===== src/rtl/mem_copy_engine.sv =====
// Block copy / fill initiator for the single-port RAM.
// Copies words src->dst (overlap-safe direction) or fills dst with a constant.
module mem_copy_engine #(
    parameter int AW = 13,
    parameter int DW = 16
) (
    input  logic          clk,
    input  logic          rst_n,
    input  logic          start,
    input  logic          mode,
    input  logic [AW-1:0] src,
    input  logic [AW-1:0] dst,
    input  logic [AW:0]   len,
    input  logic [DW-1:0] fill_val,
    output logic [AW-1:0] mem_addr,
    output logic [DW-1:0] mem_in,
    output logic          mem_load,
    input  logic [DW-1:0] mem_out,
    output logic          busy,
    output logic          done
);

    typedef enum logic [2:0] {
        S_IDLE = 3'd0,
        S_RD   = 3'd1,
        S_WR   = 3'd2,
        S_FILL = 3'd3,
        S_FIN  = 3'd4
    } state_t;

    state_t        r_state;
    logic          r_mode;
    logic          r_back;
    logic [AW-1:0] r_src;
    logic [AW-1:0] r_dst;
    logic [DW-1:0] r_fill;
    logic [AW:0]   r_count;
    logic [AW-1:0] r_off;
    logic [AW-1:0] r_addr;
    logic [DW-1:0] r_data;
    logic          r_load;
    logic          r_busy;
    logic          r_done;

    logic [AW:0]   w_len_c;
    logic [AW-1:0] w_diff;
    logic          w_back;
    logic [AW-1:0] w_off0;
    logic [AW-1:0] w_off_nx;
    logic          w_last;

    // Any request with bit AW set is at least 2^AW words, so clamp to exactly 2^AW.
    assign w_len_c  = len[AW] ? {1'b1, {AW{1'b0}}} : len;
    assign w_diff   = dst - src;
    assign w_back   = (dst != src) && ({1'b0, w_diff} < w_len_c);
    assign w_off0   = w_back ? (w_len_c[AW-1:0] - AW'(1)) : '0;
    assign w_off_nx = r_back ? (r_off - AW'(1)) : (r_off + AW'(1));
    assign w_last   = (r_count == (AW+1)'(1));

    always_ff @(posedge clk or negedge rst_n) begin
        if (!rst_n) begin
            r_state <= S_IDLE;
            r_mode  <= 1'b0;
            r_back  <= 1'b0;
            r_src   <= '0;
            r_dst   <= '0;
            r_fill  <= '0;
            r_count <= '0;
            r_off   <= '0;
            r_addr  <= '0;
            r_data  <= '0;
            r_load  <= 1'b0;
            r_busy  <= 1'b0;
            r_done  <= 1'b0;
        end else begin
            case (r_state)
                S_IDLE: begin
                    if (start) begin
                        r_mode  <= mode;
                        r_back  <= w_back;
                        r_src   <= src;
                        r_dst   <= dst;
                        r_fill  <= fill_val;
                        r_count <= w_len_c;
                        r_off   <= w_off0;
                        if (w_len_c == '0) begin
                            r_state <= S_FIN;
                            r_done  <= 1'b1;
                        end else if (!mode) begin
                            r_state <= S_RD;
                            r_addr  <= src + w_off0;
                            r_load  <= 1'b0;
                            r_busy  <= 1'b1;
                        end else begin
                            r_state <= S_FILL;
                            r_addr  <= dst + w_off0;
                            r_data  <= fill_val;
                            r_load  <= 1'b1;
                            r_busy  <= 1'b1;
                        end
                    end
                end
                S_RD: begin
                    r_state <= S_WR;
                    r_data  <= mem_out;
                    r_addr  <= r_dst + r_off;
                    r_load  <= 1'b1;
                end
                S_WR, S_FILL: begin
                    r_count <= r_count - (AW+1)'(1);
                    r_off   <= w_off_nx;
                    if (w_last) begin
                        r_state <= S_FIN;
                        r_load  <= 1'b0;
                        r_busy  <= 1'b0;
                        r_done  <= 1'b1;
                    end else if (r_state == S_WR) begin
                        r_state <= S_RD;
                        r_addr  <= r_src + w_off_nx;
                        r_load  <= 1'b0;
                    end else begin
                        r_addr  <= r_dst + w_off_nx;
                    end
                end
                S_FIN: begin
                    r_state <= S_IDLE;
                    r_done  <= 1'b0;
                end
                default: begin
                    r_state <= S_IDLE;
                    r_load  <= 1'b0;
                    r_busy  <= 1'b0;
                    r_done  <= 1'b0;
                end
            endcase
        end
    end

    assign mem_addr = r_addr;
    assign mem_in   = r_data;
    assign mem_load = r_load;
    assign busy     = r_busy;
    assign done     = r_done;

endmodule

===== config.mk =====
export PLATFORM = sky130hd
export DESIGN_NAME = mem_copy_engine
export DESIGN_NICKNAME = d
export VERILOG_FILES = /design/src/rtl/mem_copy_engine.sv
export SDC_FILE = /design/constraint.sdc
export NUM_CORES = 1
export LEC_CHECK = 0
export BUFFER_PORTS_ARGS = -buffer_cell sky130_fd_sc_hd__buf_2
export CORE_ASPECT_RATIO = 1.75
export CORE_MARGIN = 10
export CORE_UTILIZATION = 36
export DETAILED_ROUTE_END_ITERATION = 16
export MAX_ROUTING_LAYER = met4
export SLEW_MARGIN = 20
export SYNTH_ARGS = -nofsm -noshare
export SYNTH_HDL_FRONTEND = slang
export SYNTH_SLANG_ARGS = --single-unit
export TNS_END_PERCENT = 30

===== constraint.sdc =====
create_clock -name clk -period 7.75 [get_ports clk]
set_input_delay 0.3875 -clock clk [delete_from_list [all_inputs] [get_ports clk]]
set_output_delay 0.3875 -clock clk [all_outputs]
set_load 0.005 [all_outputs]

==> results of run 1 <==
[power by group through the flow]
stage | registers (mW) | clock network [mW] | logic (mW)
detailed placement | 0.967 | 0 | 3.25
global route | 0.988 | 0.521 | 3.69
global placement | 0.963 | 0 | 3.22
finish | 0.958 | 0.490 | 3.30
floorplan | 0.856 | 0 | 2.48
CTS | 0.959 | 0.503 | 3.28
[registers in the layout (all words and copies together), names as in the netlist, 3 cells and up]
register,cells
r_src,13
r_off,13
r_state,3
mem_in,16
r_dst,13
mem_addr,13
r_count,14
[worst reg2reg max path, stage by stage (launching register included)]
cell and delay (ns):
dfrtp_1 0.58, inv_1 0.21, nand2_1 0.07, buf_4 0.27, nor2_1 0.35, buf_4 0.27
mux2_2 0.37, ha_1 0.36, o21ai_1 0.15, a21oi_1 0.07, nand2b_1 0.19, a31oi_1 0.26
o21ai_1 0.12, xor2_1 0.16, a222oi_1 0.34, a21oi_1 0.11
[per-stage QoR]
stage / setup slack, ns / cells / power, mW
global placement: 1.94 / 1244 / 4.18
global route: 1.51 / 1263 / 5.19
detailed placement: 1.79 / 1244 / 4.22
floorplan: 2.65 / 911 / 3.34
CTS: 2.17 / 1261 / 4.74
finish: 2.12 / 1263 / 4.75
[synth_stat cells, types with 7 or more instances]
library cell	n
a21o_1	14
a21oi_1	83
a22oi_1	8
a31oi_1	15
buf_2	12
clkbuf_1	18
dfrtp_1	89
ha_1	74
inv_1	47
mux2_2	38
mux2i_1	27
nand2_1	64
nand2b_1	21
nand3_1	14
nand4_1	7
nor2_1	102
nor2b_1	9
nor3_1	26
o21a_1	8
o21ai_0	59
o21ai_1	12
or3_1	7
xnor2_1	32
xor2_1	20
[kinds of logic after synthesis]
kind of cell / count (synthesis) / share of synthesized area, %
AND/OR/NAND/NOR: 282 / 17.5
AO/OA/AOI/OAI: 259 / 20.8
flip-flops: 89 / 28.8
buffers and inverters: 82 / 4.22
adder cells (fa/ha/maj): 79 / 13.3
multiplexers: 67 / 9.32
XOR/XNOR: 53 / 6.10
[layer usage]
layer	part of all wire [%]	wire length, um
met2	50	12100
met4	8.6	2100
met1	38	9350
met5	0	0
met3	3.4	838
[area by class of cell]
| cell class | count | area (sq um) |
|---|---|---|
| Clock inverter | 6 | 88.8 |
| Timing Repair Buffer | 118 | 651 |
| Fill cell | 2146 | 12100 |
| Tap cell | 252 | 315 |
| Sequential cell | 89 | 2230 |
| Clock buffer | 10 | 239 |
| Inverter | 48 | 180 |
| Multi-Input combinational cell | 740 | 5200 |
[how the worst min path moves through the flow]
stage                endpoint    from  slack [ns]
CTS                  r_src[2]  src[2]        0.26
floorplan                busy   rst_n        0.09
detailed placement  r_off[11]   rst_n        0.37
finish               r_src[5]  src[5]        0.27
global route         r_src[4]  src[4]        0.28
global placement       r_back   rst_n        0.37
==> results.ini, run 1 <==
[power]
p_seq_share_pct = 20.2
pwr-share-clk_pct = 10.3
combPwrFrac_pct = 69.5
p_sw_mw = 2.31
powerDensity_mw_per_mm2 = 533
internal_power_mw = 2.44
power_leakage_nw = 4.03
p_sw_share_pct = 48.6
vdd_drop_max_v = 0.000274

[sta]
fin_crit_sh_pct = 72.7
finalSetupTns_ns = 0
slew_headroom_pct = 33.0
rsz0062_at_grt = no
hold_viol = 0
fmax_ghz = 0.178
setup_viol = 0
skew_ns = 0.00623
maxSlewViolCount = 0
final.min_clock_period_ns = 5.63
timing.hold.ws_ns = 0.274
tightest_slew_ns = 1.00

[grt]
gr-total-overflow = 0
grt_pass1_vias = 7244
antenna_found_initial = 0
grt_pass1_wl_um = 38900
met3_usage_pct = 2.42
use_met2_pct = 30.4
grt-busiest-layer = met2
met1_usage_pct = 18.8
track_usage_pct = 18.3
grt_max_degree = 57

[layout]
fin_util_pct = 42.4
fin_area_sq_mm = 0.00890
area_delta_synth_final_pct = 15.1
nNetsFinal = 1161
final_common_cell = buf_2
drive_gt1_share_pct = 18.8
diodes = 0
final_cell_mix = buf_2 (106), nor2_1 (102), dfrtp_1 (89), a21oi_1 (83), ha_1 (74)

[synthesis]
synthArstFlopShare_pct = 100
synthTopCellsByArea = dfrtp_1 (29%), ha_1 (12%), mux2_2 (5.5%), a21oi_1 (5.4%), nor2_1 (4.9%)
synth_top_area_cell = dfrtp_1
ys_seq_elements = 89
yosysWarnings = 0
synth_flop_cell = dfrtp_1
ys_seq_area_share_pct = 28.8
yosysTopAreaCellShare_pct = 28.8
synth_edf_count = 0
synth_fp_nets = 1066
netlist_instances = 911
synth.avg_cell_area_sq_um = 8.49
synthesis.area_sq_mm = 0.00774
yosysUniqueCellTypes = 76

[placed_design]
io_buffers = 107
dpl_cell_area_sq_mm = 0.00852
gp_congestion = 0.957
dp_hpwl_um = 19700

[setup_path]
cp_slowest_stage_delay_ns = 0.76
startpoint = src[0]
critical_path.endpoint = mem_addr[12]
cp_slowest_cell = o31ai_4
crit_type = in -> reg
worstPathMaxFanout = 19
cp_num_cells = 25
r2r_start = r_state[2]
required_ns = 8.03
ff2ff_path_depth = 15
critPathLaunchType = primary input
r2r-end = mem_addr[10]
arrival_ns = 5.91
crit_buf_inv = 1
ff2ff_setup_slack_ns = 3.75
crit_family = compound AO/OA/AOI/OAI gates
crit_path_end_kind = register

[worst_hold_path]
hold_class = in -> reg
hold-path-cell-count = 2

[clock_network]
path_clk_slew_ns = 0.07
cts_buffer_depth = 2
ctsResizeCount = 0
cts_buffers = 9
clock_tree.root_cell = clkbuf_16
hold_buffers = 1
cts_tree = built
clk_latency_ns = 0.36
htreeDepth = 3
cts_setup_buffers = 0
cts.sinks = 89

[die]
die_area_sq_mm = 0.0280
core-area_sq_mm = 0.0210
row_count = 70
boundaryPins = 108
die_w_um = 131
dieHeight_um = 214
initial_utilization_pct = 36.8

[detailed_routing]
drt-wirelength-per-cell_um = 19.3
drt_iter0_markers = 428
detail_route.vias_per_cell = 5.55
num_vias = 7014
drc = 0
routed_wl_um = 24400
dr.pass1.iters = 7
antenna_left = 0

[outcome]
status = complete, no violations

[flow_run]
cap_violations = 0

(Power assumes the default switching activity.)
==> inputs of run 2 (changes only) <==
--- a/config.mk
+++ b/config.mk
@@ -5,6 +5,7 @@
 export SDC_FILE = /design/constraint.sdc
 export NUM_CORES = 1
 export LEC_CHECK = 0
+export ABC_AREA = 1
 export BUFFER_PORTS_ARGS = -buffer_cell sky130_fd_sc_hd__buf_2
 export CORE_ASPECT_RATIO = 1.75
 export CORE_MARGIN = 10
==> constraint.sdc (replaced) <==
create_clock -name clk -period 4.65 [get_ports clk]
set_input_delay 0.2325 -clock clk [delete_from_list [all_inputs] [get_ports clk]]
set_output_delay 0.2325 -clock clk [all_outputs]
set_load 0.005 [all_outputs]
==> results.ini, run 2 <==
[outcome]
status = complete, no violations

[power]
p_sw_share_pct = 32.0  ; -17 points
power_leakage_nw = 4.95  ; +23%
pwr-share-clk_pct = 39.6  ; +29 points
powerDensity_mw_per_mm2 = 231  ; -57%
internal_power_mw = 1.46  ; -40%
p_seq_share_pct = 36.0  ; +16 points
p_sw_uw = 686  ; -70%
vdd_drop_max_v = 0.000182  ; -34%
combPwrFrac_pct = 24.3  ; -45 points

[setup_path]
cp_slowest_stage_delay_ns = 0.37  ; -0.39 ns
worstPathMaxFanout = 7  ; -12
crit_path_frequent_cell = nand2_1
ff2ff_path_depth = 20  ; +5
crit_type = in -> reg
crit_buf_inv = 5  ; +4
cp_num_cells = 32  ; +28%
crit_path_end_kind = register
required_ns = 4.92  ; -3.11 ns
arrival_ns = 4.53  ; -1.38 ns
cp_slowest_cell = ha_1
critPathLaunchType = primary input
crit_family = simple AND/OR/NAND/NOR gates

[clock_network]
path_clk_slew_ns = 0.08  ; about the same
cts_buffers = 9  ; unchanged
clk_latency_ns = 0.37  ; about the same
cts.sinks = 89  ; unchanged
cts_tree = built
cts_setup_buffers = 0  ; unchanged
htreeDepth = 3  ; unchanged
cts_buffer_depth = 2  ; unchanged
clock_tree.root_cell = clkbuf_16

[sta]
finalSetupTns_ns = 0  ; unchanged
hold_viol = 0  ; unchanged
skew_ns = 0.0124  ; +0.00617 ns
setup_viol = 0  ; unchanged
rsz0062_at_grt = no
tightest_slew_ns = 0.894  ; -0.107 ns
maxSlewViolCount = 0  ; unchanged
final.min_clock_period_ns = 4.26
timing.hold.ws_ns = 0.140  ; -0.134 ns
fmax_ghz = 0.235
fin_crit_sh_pct = 91.7
slew_headroom_pct = 40.4  ; +7.4 points

[synthesis]
ys_seq_area_share_pct = 27.8  ; -1.0 points
yosysUniqueCellTypes = 50  ; -34%
synth.most_common_cell = nand2_1
synthTopCellsByArea = dfrtp_1 (28%), nand2_1 (12%), ha_1 (12%), o21ai_0 (7.5%), a21oi_1 (5.4%)
netlist_instances = 1133  ; +24%
synth_fp_nets = 1288  ; +21%
synthTopCellsByCount = nand2_1 (265), o21ai_0 (121), inv_1 (110)
synth_top_area_cell = dfrtp_1
yosysWarnings = 0  ; unchanged
ys_seq_elements = 89  ; unchanged
synthArstFlopShare_pct = 100  ; unchanged
synth.avg_cell_area_sq_um = 7.08  ; -17%
synthesis.area_sq_mm = 0.00802  ; +3.7%
synth_flop_cell = dfrtp_1
synth_edf_count = 0  ; unchanged
yosysTopAreaCellShare_pct = 27.8  ; -1.0 points

[layout]
final_common_cell = nand2_1
diodes = 0  ; unchanged
nNetsFinal = 1396  ; +20%
drive_gt1_share_pct = 18.5  ; -0.33 points
area_delta_synth_final_pct = 15.9
largest_reg_flops = 16  ; unchanged
final_cell_mix = nand2_1 (265), o21ai_0 (120), inv_1 (110), buf_2 (106)

[die]
die_w_um = 133  ; +1.5%
boundaryPins = 108  ; unchanged
die_area_sq_mm = 0.0289  ; +3.2%
row_count = 72  ; +2.9%
dieHeight_um = 217  ; +1.7%
core-area_sq_mm = 0.0221  ; +5.0%
initial_utilization_pct = 36.3  ; -0.46 points

[grt]
grt_pass1_wl_um = 42300  ; +8.9%
grt_max_degree = 48  ; -16%
antenna_found_initial = 0  ; unchanged
grt_pass1_vias = 8044  ; +11%
track_usage_pct = 19.0  ; +0.65 points
gr-total-overflow = 0  ; unchanged

[detailed_routing]
drt-wirelength-per-cell_um = 17.4  ; -9.9%
dr.pass1.iters = 5  ; -2
drc = 0  ; unchanged
antenna_left = 0  ; unchanged
routed_wl_um = 26800  ; +10%
num_vias = 7921  ; +13%
drt_iter0_markers = 319  ; -25%
detail_route.vias_per_cell = 5.14  ; -7.5%

[worst_hold_path]
hold-path-cell-count = 2  ; unchanged
hold_class = in -> reg

[placed_design]
io_buffers = 107  ; unchanged
gp_congestion = 0.927  ; -3.1%
dp_hpwl_um = 21900  ; +11%

[flow_run]
cap_violations = 0  ; unchanged

run 2: changes by cell type after synthesis, moves of 12 or more:
cell	change
inv_1	+63
mux2_2	-16
mux2i_1	-27
nand2_1	+201
nand2b_1	-21
nand3_1	+41
nor2_1	-12
nor3_1	-13
o21ai_0	+62
or2_2	+19
xnor2_1	-19
run 2: metal layers:
metal	vias to the layer above	global-route usage [%]	share of wire (%)
met1	3691	18.4	38
li1	4002	-	-
met4	0	10.1	4.2
met2	168	35.7	55
met3	60	2.40	2.8
met5	-	-	0
run 2: logic make-up after synthesis:
| logic type | after synthesis | share of synthesized area (%) |
|---|---|---|
| AND/OR/NAND/NOR | 484 | 25.9 |
| AO/OA/AOI/OAI | 271 | 18.8 |
| buffers and inverters | 148 | 7.32 |
| flip-flops | 89 | 27.8 |
| adder cells (fa/ha/maj) | 79 | 12.8 |
| XOR/XNOR | 40 | 4.37 |
| multiplexers | 22 | 3.09 |
run 2: final timing paths:
check | start | to | slack [ns]
setup / recovery | src[4] | mem_addr[9] | 0.39
hold / removal | dst[6] | r_dst[6] | 0.14
setup reg to reg | r_back | mem_addr[11] | 0.87
hold reg to reg | mem_addr[10] | mem_addr[10] | 0.48
max in group asynchronous | rst_n | mem_addr[4] | 3.14
min in group asynchronous | rst_n | mem_in[13] | 0.41
run 2: area by class of cell:
type	instances	area, sq um
inverter	116	435
multi-input combinational	896	5220
fill	2358	12800
sequential	89	2230
clock inverter	7	110
timing repair buffer	129	706
clock buffer	9	225
tap	296	370
run 2: stage by stage:
step	utilization [%]	instances	power (mW)	area [sq um]	worst slack (ns)
finish	42.1	1542	2.15	9300	0.386
floorplan	-	1133	1.12	8020	0.532
global placement	40.5	1525	1.30	8940	0.0635
detailed placement	40.5	1525	1.31	8940	-0.0265
global route	42.1	1542	2.26	9300	0.00518
CTS	42.1	1542	2.16	9280	0.365
run 2: timing repair:
| item | CTS | global route |
|---|---|---|
| resized for setup | 0 | 4 |
| hold endpoints to repair | 42 | 0 |
| setup endpoints to repair | 0 | 8 |
| hold buffers | 1 | 0 |
run 2: power groups by stage:
stage	clock, mW	combinational (mW)	sequential (mW)
floorplan	0	0.333	0.789
finish	0.850	0.522	0.773
CTS	0.868	0.522	0.773
global route	0.898	0.589	0.773
global placement	0	0.514	0.789
detailed placement	0	0.518	0.789
==> inputs of run 3 (changes only) <==
--- a/config.mk
+++ b/config.mk
@@ -10,6 +10,7 @@
 export CORE_ASPECT_RATIO = 1.75
 export CORE_MARGIN = 10
 export CORE_UTILIZATION = 36
+export CTS_BUF_LIST = sky130_fd_sc_hd__clkbuf_8
 export DETAILED_ROUTE_END_ITERATION = 16
 export MAX_ROUTING_LAYER = met4
 export SLEW_MARGIN = 20
==> results.ini, run 3 (same netlist as run 2, synthesis figures left out) <==
[clock_network]
cts.sinks = 89  ; unchanged
cts_buffer_depth = 2  ; unchanged
htreeDepth = 3  ; unchanged
cts_buffers = 9  ; unchanged
cts_tree = built
path_clk_slew_ns = 0.11  ; +0.03 ns
clk_latency_ns = 0.42  ; +0.05 ns
clock_tree.root_cell = clkbuf_8

[layout]
final_cell_mix = nand2_1 (265), o21ai_0 (120), inv_1 (110), buf_2 (106)
fill_cells = 2378  ; +0.85%
area_delta_synth_final_pct = 14.5
fin_area_sq_mm = 0.00919  ; -1.2%
largest_reg_flops = 16  ; unchanged
nNetsFinal = 1396  ; unchanged
drive_gt1_share_pct = 18.2  ; -0.24 points
final_common_cell = nand2_1
final_cells = 1543  ; +0.065%

[sta]
maxSlewViolCount = 0  ; unchanged
fmax_ghz = 0.238  ; +1.3%
final.min_clock_period_ns = 4.21  ; -0.0561 ns
setup_viol = 0  ; unchanged
rsz0062_at_grt = no
skew_ns = 0.0171  ; +0.00465 ns
finalSetupTns_ns = 0  ; unchanged
hold_viol = 0  ; unchanged
fin_crit_sh_pct = 90.5  ; -1.2 points
slew_headroom_pct = 41.9  ; +1.5 points
tightest_slew_ns = 0.871  ; -0.0231 ns
layout_setup_ws_ns = 0.442  ; +0.0561 ns

[setup_path]
critPathLaunchType = primary input
ff2ff_path_depth = 20  ; unchanged
r2r-end = mem_addr[11]
ff2ff_setup_slack_ns = 0.89  ; +0.02 ns
cp_slowest_stage_delay_ns = 0.37  ; about the same
crit_buf_inv = 5  ; unchanged
required_ns = 4.97  ; +0.05 ns
r2r_start = r_back
crit_path_frequent_cell = nand2_1
worstPathMaxFanout = 7  ; unchanged
cp_slowest_cell = ha_1
crit_path_end_kind = register
crit_family = simple AND/OR/NAND/NOR gates
crit_type = in -> reg
arrival_ns = 4.53  ; about the same

[placed_design]
dp_hpwl_um = 21900  ; unchanged
dp_cells = 1525  ; unchanged
post-place-ws_ns = -0.0265  ; unchanged
io_buffers = 107  ; unchanged
gp_congestion = 0.927  ; unchanged
dpl_cell_area_sq_mm = 0.00894  ; unchanged

[power]
powerDensity_mw_per_mm2 = 212  ; -7.9%
pwr-share-clk_pct = 33.8  ; -5.8 points
p_seq_share_pct = 39.6  ; +3.6 points
p_sw_share_pct = 33.9  ; +2.0 points
p_sw_uw = 662  ; -3.5%
internal_power_mw = 1.29  ; -12%
vdd_drop_max_v = 0.000122  ; -33%
combPwrFrac_pct = 26.6  ; +2.3 points
power_leakage_nw = 4.90  ; -0.98%

[detailed_routing]
drt_iter0_markers = 351  ; +10%
drc = 0  ; unchanged
routed_wl_um = 26700  ; -0.34%
dr.pass1.iters = 5  ; unchanged
antenna_left = 0  ; unchanged
drt-wirelength-per-cell_um = 17.3  ; -0.40%
detail_route.vias_per_cell = 5.14  ; about the same
num_vias = 7934  ; +0.16%

[worst_hold_path]
hold_class = in -> reg
hold_end = r_dst[6]
hold_path_startpoint = dst[6]
hold-path-cell-count = 2  ; unchanged

[grt]
gr-total-overflow = 0  ; unchanged
antenna_found_initial = 0  ; unchanged
grt_pass1_vias = 8018  ; -0.32%
grt_max_degree = 48  ; unchanged
track_usage_pct = 19.0  ; about the same
grt_pass1_wl_um = 42200  ; -0.13%

[die]
row_count = 72  ; unchanged
boundaryPins = 108  ; unchanged
die_w_um = 133  ; unchanged
die_area_sq_mm = 0.0289  ; unchanged
initial_utilization_pct = 36.3  ; unchanged
core-area_sq_mm = 0.0221  ; unchanged
dieHeight_um = 217  ; unchanged

[outcome]
status = complete, no violations

[flow_run]
cap_violations = 0  ; unchanged

-- run 3: changes by cell type in the layout (fill, tap and decap cells not counted), sizes merged --
| cell | change |
|---|---|
| diode | +1 |
-- run 3: worst max path at each step --
stage | from | end | slack [ns] | depth (start not counted)
floorplan | dst[0] | mem_addr[12] | 0.53 | 28
global placement | dst[0] | mem_addr[12] | 0.06 | 28
detailed placement | dst[0] | mem_addr[12] | -0.03 | 28
CTS | dst[0] | mem_addr[9] | 0.43 | 29
global route | dst[0] | mem_addr[12] | 0.004 | 29
finish | src[4] | mem_addr[9] | 0.44 | 32
-- run 3: metrics by stage --
| step | power, mW | util (%) | hold slack (ns) |
|---|---|---|---|
| after floorplan | 1.12 | - | -0.0631 |
| after global placement | 1.30 | 40.5 | 0.281 |
| after detailed placement | 1.31 | 40.5 | 0.280 |
| after CTS | 1.97 | 41.6 | 0.0694 |
| after global routing | 2.07 | 41.6 | 0.0960 |
| final | 1.95 | 41.6 | 0.0892 |
-- run 3: layout make-up --
class | instances | area [sq um] | share of cell area (%)
antenna | 1 | 2.50 | 0.0272
clock buffer | 9 | 124 | 1.35
clock inverter | 7 | 110 | 1.20
inverter | 116 | 435 | 4.74
multi-input combinational | 896 | 5210 | 56.7
sequential | 89 | 2230 | 24.2
tap | 296 | 370 | 4.03
timing repair buffer | 129 | 706 | 7.68
-- run 3: timing repair --
item | 4_1_cts | 5_1_grt
endpoints found under the setup margin | 0 | 4
setup buffers | 0 | 0
gates resized for setup | 0 | 1
hold buffers | 1 | 0
endpoints found under the hold margin | 42 | 0
-- run 3: layer usage --
metal / global-route usage, % / wire [um] / vias up
met4: 9.79 / 1040 / 0
met2: 35.8 / 14800 / 182
met1: 18.4 / 10100 / 3687
met3: 2.47 / 849 / 57
li1: - / - / 4008
met5: - / 0 / -
-- run 3: power groups by stage --
| stage | clock, mW | combinational [mW] | sequential [mW] |
|---|---|---|---|
| finish | 0.660 | 0.519 | 0.773 |
| global route | 0.705 | 0.586 | 0.774 |
| CTS | 0.677 | 0.522 | 0.773 |
| detailed placement | 0 | 0.518 | 0.789 |
| global placement | 0 | 0.514 | 0.789 |
| floorplan | 0 | 0.333 | 0.789 |
-- run 3: worst register-to-register path, stage by stage, from the launching register on --
cell and delay [ns]:
dfrtp_1 0.79, ha_1 0.41, nand2_1 0.08, nand2_1 0.07, nand2_1 0.07, nand2_1 0.08, a21oi_1 0.26, nor2_1 0.08
nor2_1 0.11, xor2_1 0.15, inv_1 0.07, ha_1 0.36, inv_1 0.10, nor3_1 0.32, o21ai_0 0.21, nand4_1 0.15
a21oi_1 0.06, o21ai_0 0.11, nand3_1 0.09, nand2_1 0.06, nand2_1 0.05
